===== config.mk =====
export PLATFORM = sky130hd
export DESIGN_NAME = spi_master_gen2
export DESIGN_NICKNAME = d
export VERILOG_FILES = /design/src/rtl/spi_master_gen2.sv
export SDC_FILE = /design/constraint.sdc
export NUM_CORES = 1
export LEC_CHECK = 0
export BUFFER_PORTS_ARGS = -buffer_cell sky130_fd_sc_hd__buf_2
export CORE_UTILIZATION = 30
export CTS_CLUSTER_SIZE = 40
export DETAILED_ROUTE_END_ITERATION = 6
export HOLD_SLACK_MARGIN = 0.03
export PLACE_DENSITY = 0.46
export RECOVER_POWER = 50
export SLEW_MARGIN = 10
export SYNTH_ARGS = -nofsm -noshare
export SYNTH_HDL_FRONTEND = slang
export SYNTH_SLANG_ARGS = --single-unit

===== constraint.sdc =====
create_clock -name clk -period 2.9 [get_ports clk]
set_input_delay 0.29 -clock clk [delete_from_list [all_inputs] [get_ports clk]]
set_output_delay 0.29 -clock clk [all_outputs]
set_load 0.01 [all_outputs]

===== src/rtl/spi_master_gen2.sv =====
// spi_master_gen2 -- SPI master supporting modes 0-3 with NUM_CS active-low
// chip selects. Frames are MSB-first by default; defining SPI_LSB_FIRST_EN
// adds a lsb_first input selecting LSB-first framing per transfer.
module spi_master_gen2 #(
    parameter int DATA_W  = 8,
    parameter int CLK_DIV = 4,
    parameter int NUM_CS  = 2,
    localparam int CS_W   = (NUM_CS > 1) ? $clog2(NUM_CS) : 1
) (
    input  logic              clk,
    input  logic              rst,
    input  logic              start,
    input  logic [DATA_W-1:0] tx_data,
    input  logic [CS_W-1:0]   cs_sel,
    input  logic              cpol,
    input  logic              cpha,
`ifdef SPI_LSB_FIRST_EN
    input  logic              lsb_first,
`endif
    output logic [DATA_W-1:0] rx_data,
    output logic              busy,
    output logic              done,
    output logic              sclk,
    output logic              mosi,
    input  logic              miso,
    output logic [NUM_CS-1:0] cs_n
);

    localparam int DIV_W  = (CLK_DIV > 1) ? $clog2(CLK_DIV) : 1;
    localparam int EDGE_W = $clog2(2 * DATA_W);
    localparam logic [DIV_W-1:0]  DIV_LAST  = DIV_W'(CLK_DIV - 1);
    localparam logic [EDGE_W-1:0] EDGE_LAST = EDGE_W'(2 * DATA_W - 1);

    typedef enum logic [1:0] {IDLE, SETUP, XFER, HOLD} state_t;

    state_t              state_q;
    logic [DIV_W-1:0]    div_q;
    logic [EDGE_W-1:0]   edge_q;
    logic [DATA_W-1:0]   tx_sr_q;
    logic [DATA_W-1:0]   rx_sr_q;
    logic [DATA_W-1:0]   rx_data_q;
    logic [NUM_CS-1:0]   cs_n_q;
    logic                cpha_q;
    logic                lsb_q;
    logic                sclk_q;
    logic                mosi_q;
    logic                busy_q;
    logic                done_q;

    logic                lsb_in;
    logic                accept;
    logic                div_end;
    logic                leading;
    logic                last_edge;
    logic [DATA_W-1:0]   tx_load;
    logic [DATA_W-1:0]   rx_word;

    function automatic logic [DATA_W-1:0] bit_rev(input logic [DATA_W-1:0] v);
        logic [DATA_W-1:0] r;
        r = '0;
        for (int unsigned i = 0; i < DATA_W; i++) begin
            r[i] = v[DATA_W-1-i];
        end
        return r;
    endfunction

`ifdef SPI_LSB_FIRST_EN
    assign lsb_in = lsb_first;
`else
    assign lsb_in = 1'b0;
`endif

    // Acceptance, edge classification and bit-order mapping.
    // LSB-first frames are reversed on load and on completion so the shift
    // datapath itself only ever runs MSB-first.
    always_comb begin
        accept    = (state_q == IDLE) && start && (int'(cs_sel) < NUM_CS);
        div_end   = (div_q == DIV_LAST);
        leading   = ~edge_q[0];
        last_edge = (edge_q == EDGE_LAST);
        tx_load   = lsb_in ? bit_rev(tx_data) : tx_data;
        rx_word   = lsb_q ? bit_rev(rx_sr_q) : rx_sr_q;
    end

    // Transfer FSM with all outputs registered.
    always_ff @(posedge clk) begin
        if (rst) begin
            state_q   <= IDLE;
            div_q     <= '0;
            edge_q    <= '0;
            tx_sr_q   <= '0;
            rx_sr_q   <= '0;
            rx_data_q <= '0;
            cs_n_q    <= '1;
            cpha_q    <= 1'b0;
            lsb_q     <= 1'b0;
            sclk_q    <= 1'b0;
            mosi_q    <= 1'b0;
            busy_q    <= 1'b0;
            done_q    <= 1'b0;
        end else begin
            done_q <= 1'b0;
            case (state_q)
                IDLE: begin
                    sclk_q <= cpol;
                    mosi_q <= 1'b0;
                    div_q  <= '0;
                    if (accept) begin
                        state_q <= SETUP;
                        busy_q  <= 1'b1;
                        cs_n_q  <= ~(NUM_CS'(1) << cs_sel);
                        cpha_q  <= cpha;
                        lsb_q   <= lsb_in;
                        edge_q  <= '0;
                        rx_sr_q <= '0;
                        if (cpha) begin
                            // First leading edge presents the MSB.
                            tx_sr_q <= tx_load;
                        end else begin
                            mosi_q  <= tx_load[DATA_W-1];
                            tx_sr_q <= {tx_load[DATA_W-2:0], 1'b0};
                        end
                    end
                end
                SETUP: begin
                    div_q <= div_end ? '0 : div_q + DIV_W'(1);
                    if (div_end) begin
                        state_q <= XFER;
                    end
                end
                XFER: begin
                    div_q <= div_end ? '0 : div_q + DIV_W'(1);
                    if (div_end) begin
                        sclk_q <= ~sclk_q;
                        edge_q <= edge_q + EDGE_W'(1);
                        if (leading == cpha_q) begin
                            // Shift edge; mode 0/2 skips the final trailing edge.
                            if (cpha_q || !last_edge) begin
                                mosi_q  <= tx_sr_q[DATA_W-1];
                                tx_sr_q <= {tx_sr_q[DATA_W-2:0], 1'b0};
                            end
                        end else begin
                            rx_sr_q <= {rx_sr_q[DATA_W-2:0], miso};
                        end
                        if (last_edge) begin
                            state_q <= HOLD;
                        end
                    end
                end
                HOLD: begin
                    div_q <= div_end ? '0 : div_q + DIV_W'(1);
                    if (div_end) begin
                        state_q   <= IDLE;
                        busy_q    <= 1'b0;
                        done_q    <= 1'b1;
                        cs_n_q    <= '1;
                        mosi_q    <= 1'b0;
                        sclk_q    <= cpol;
                        rx_data_q <= rx_word;
                    end
                end
                default: begin
                    state_q <= IDLE;
                end
            endcase
        end
    end

    assign rx_data = rx_data_q;
    assign busy    = busy_q;
    assign done    = done_q;
    assign sclk    = sclk_q;
    assign mosi    = mosi_q;
    assign cs_n    = cs_n_q;

endmodule


==> flow_metrics.py <==
metrics = {
    "power": {
        "intPower_uw": 1018,
        "cellPowerDensity_mw_per_mm2": 808.7,
        "p_seq_frac": 0.402,
        "power.clock.fraction": 0.226,
        "power_switching_uw": 662.9,
        "p_leak_uw": 0.0007608,
        "p_sw_frac": 0.3944,
        "vdd_ir_drop_max_v": 0.0002407,
        "comb_power_share": 0.372,
    },
    "logic_synthesis": {
        "synth_compound_area_frac": 0.2222,
        "async_flop_share": 0,
        "ys_warn_count": 0,
        "synth_edf_count": 0,
        "ys_ff_latch": 39,
        "avgSynthCellArea_um2": 8.433,
        "synth_top_family_by_area": "compound AO/OA/AOI/OAI gates",
        "synth-main-ff-cell": "dfxtp_1",
        "synthAdderAreaFrac": 0.04141,
        "synth.distinct_cells": 42,
        "yosys.area_share.simple": 0.1946,
        "netlist_instances": 215,
        "synth_xor_area_frac": 0.01449,
        "synthMuxAreaShare": 0.05176,
        "syn_nets": 236,
        "seq_area_frac_synth": 0.4306,
        "synth_area_mm2": 0.001813,
    },
    "worst_setup_path": {
        "startpoint_type": "register",
        "timing_worst_setup_path_type": "reg -> reg",
        "critPathRequiredTime_ns": 3.13,
        "crit_path_max_fanout": 13,
        "endpoint_kind": "register",
        "worstPathArrival_ns": 2.36,
    },
    "detailed_routing": {
        "first_pass_iters": 4,
        "wire_per_inst_um": 13.88,
        "drc": 0,
        "num_vias": 1607,
        "finalWirelength_um": 4343,
        "via_per_inst": 5.134,
        "drtAntennaViolNets": 0,
        "drt-initial-drc-count": 111,
    },
    "cts": {
        "cts_tree": "done",
        "clk_latency_ns": 0.30,
        "cts.sinks": 39,
        "cts_resized": 0,
        "cts_max_path_buffers": 2,
        "cts.hold.buffers_added": 0,
        "clkTransAtPathRegs_ns": 0.08,
        "htreeDepth": 2,
        "postCtsSetupRepairBufs": 0,
        "cts_buffers": 5,
        "ctsRootBufferMaster": "clkbuf_8",
    },
    "timing": {
        "fin_hold_ws_ns": 0.2638,
        "worst_pin_slew_ns": 0.6553,
        "rsz0062_at_grt": "false",
        "finClkSkew_ns": 0.008401,
        "clock.fmax_mhz": 469.0,
        "setup-violations-final": 0,
        "finalHoldViolations": 0,
        "relSlewSlack": 0.5612,
        "post-route-min-period_ns": 2.132,
        "slew_violations": 0,
        "post-route-period-util": 0.7353,
        "finalSetupTns_ns": 0,
    },
    "die": {
        "start_util": 0.3194,
        "die_w_um": 79.74,
        "rows": 27,
        "pin_count": 29,
        "core-area_mm2": 0.005675,
        "die_area_mm2": 0.006358,
        "die_height_um": 79.74,
    },
    "grt": {
        "grtUsageTotal": 0.1505,
        "use_met2": 0.2256,
        "grt.overflow.total": 0,
        "first_global_vias": 1479,
        "grt_max_degree": 29,
        "globalRouteMet1Util": 0.2055,
        "grt_pass1_wl_um": 7355,
        "antenna_found_initial": 0,
        "grt.busiest_layer": "met2",
        "gr-usage-met3": 0.03771,
    },
    "finish": {
        "synthToLayoutAreaGrowth_pct": 14.63,
        "postLayoutCoreUtil": 0.3662,
        "final_common_cell": "dfxtp_1",
        "drive_gt1_frac": 0.1162,
        "insertedDiodeCount": 0,
        "final_cell_mix": "dfxtp_1 (39), nand2_1 (30), a21oi_1 (25)",
        "fin_nets": 261,
    },
    "job": {
        "cap_violations": 0,
    },
    "outcome": {
        "status": "completed",
    },
    "min_path": {
        "hold_path_class": "in -> reg",
    },
    "placement": {
        "io_buffer_count": 28,
        "dp_hpwl_um": 2879,
        "gp_congestion": 0.7370,
    },
}
-- registers in the layout, indices dropped and copies added (netlist names) --
name / flops
rx_data: 8
rx_sr_q: 8
tx_sr_q: 8
edge_q: 4
cs_n: 2
div_q: 2
state_q: 2
busy: 1
cpha_q: 1
done: 1
mosi: 1
sclk: 1
-- path summary, 6_finish.rpt --
check / startpoint / to / slack [ns] / depth (start not counted)
setup / recovery: state_q[0] / tx_sr_q[1] / 0.77 / 6
hold / removal: miso / rx_sr_q[0] / 0.26 / 3
setup reg to reg: state_q[0] / tx_sr_q[1] / 0.77 / 6
hold reg to reg: div_q[0] / div_q[0] / 0.43 / 1
-- layout make-up --
cell class / instances / area [µm²]
Tap cell: 72 / 90.09
Sequential cell: 39 / 780.7
Multi-Input combinational cell: 156 / 947.2
Clock inverter: 3 / 20.02
Clock buffer: 5 / 68.82
Timing Repair Buffer: 31 / 145.1
Fill cell: 637 / 3597
Inverter: 7 / 26.28
-- per-stage QoR --
stage                     setup WS (ns)  power (µW)  cell area (µm²)  std cells
after floorplan                   1.274        1170             1813        215
after global placement           0.8826        1334             2011        305
after detailed placement         0.8829        1329             2011        305
after CTS                        0.8565        1709             2100        313
after global routing             0.5043        1818             2078        313
final                            0.7677        1681             2078        313
-- cell usage after synthesis (2+ instances only) --
cell	number	area (µm²)
dfxtp_1	39	780.8
o32ai_1	2	17.52
clkbuf_1	6	22.52
buf_2	5	25.02
o22ai_1	8	50.05
nand3_1	10	50.05
nand2_1	30	112.6
ha_1	6	75.07
buf_1	2	7.510
or3_1	2	12.51
mux2i_1	8	80.08
nor3_1	3	15.01
o21ai_0	11	55.05
nor2b_1	5	31.28
inv_1	6	22.52
xnor2_1	3	26.28
nor2_1	12	45.04
a21oi_1	25	125.1
nand4_1	2	12.51
a31oi_1	2	12.51
o2111ai_1	7	61.31
-- layer usage --
metal  part of all wire  vias up
met5                  0        -
met4              0.016        0
met3              0.060        6
met2               0.44       37
met1               0.49      743
li1                   -      821
-- kinds of logic after synthesis --
family                   count (synthesis)
AO/OA/AOI/OAI                           64
XOR/XNOR                                 3
adder cells (fa/ha/maj)                  6
buffers and inverters                   20
flip-flops                              39
multiplexers                             9
AND/OR/NAND/NOR                         74
-- power groups by stage --
stage          Combinational, µW  Sequential (µW)  Clock [µW]
2_1_floorplan                486              684           0
3_3_place_gp                 647              687           0
3_5_place_dp                 643              686           0
4_1_cts                      645              674         391
5_1_grt                      720              689         409
6_report                     626              675         379
-- critical path: stages, from the launching register on --
cell	delay, ns
dfxtp_1	0.35
inv_1	0.10
ha_1	0.45
mux2i_1	0.55
or2_1	0.34
o21ai_0	0.11
a21oi_1	0.14
(Power assumes the default switching activity.)
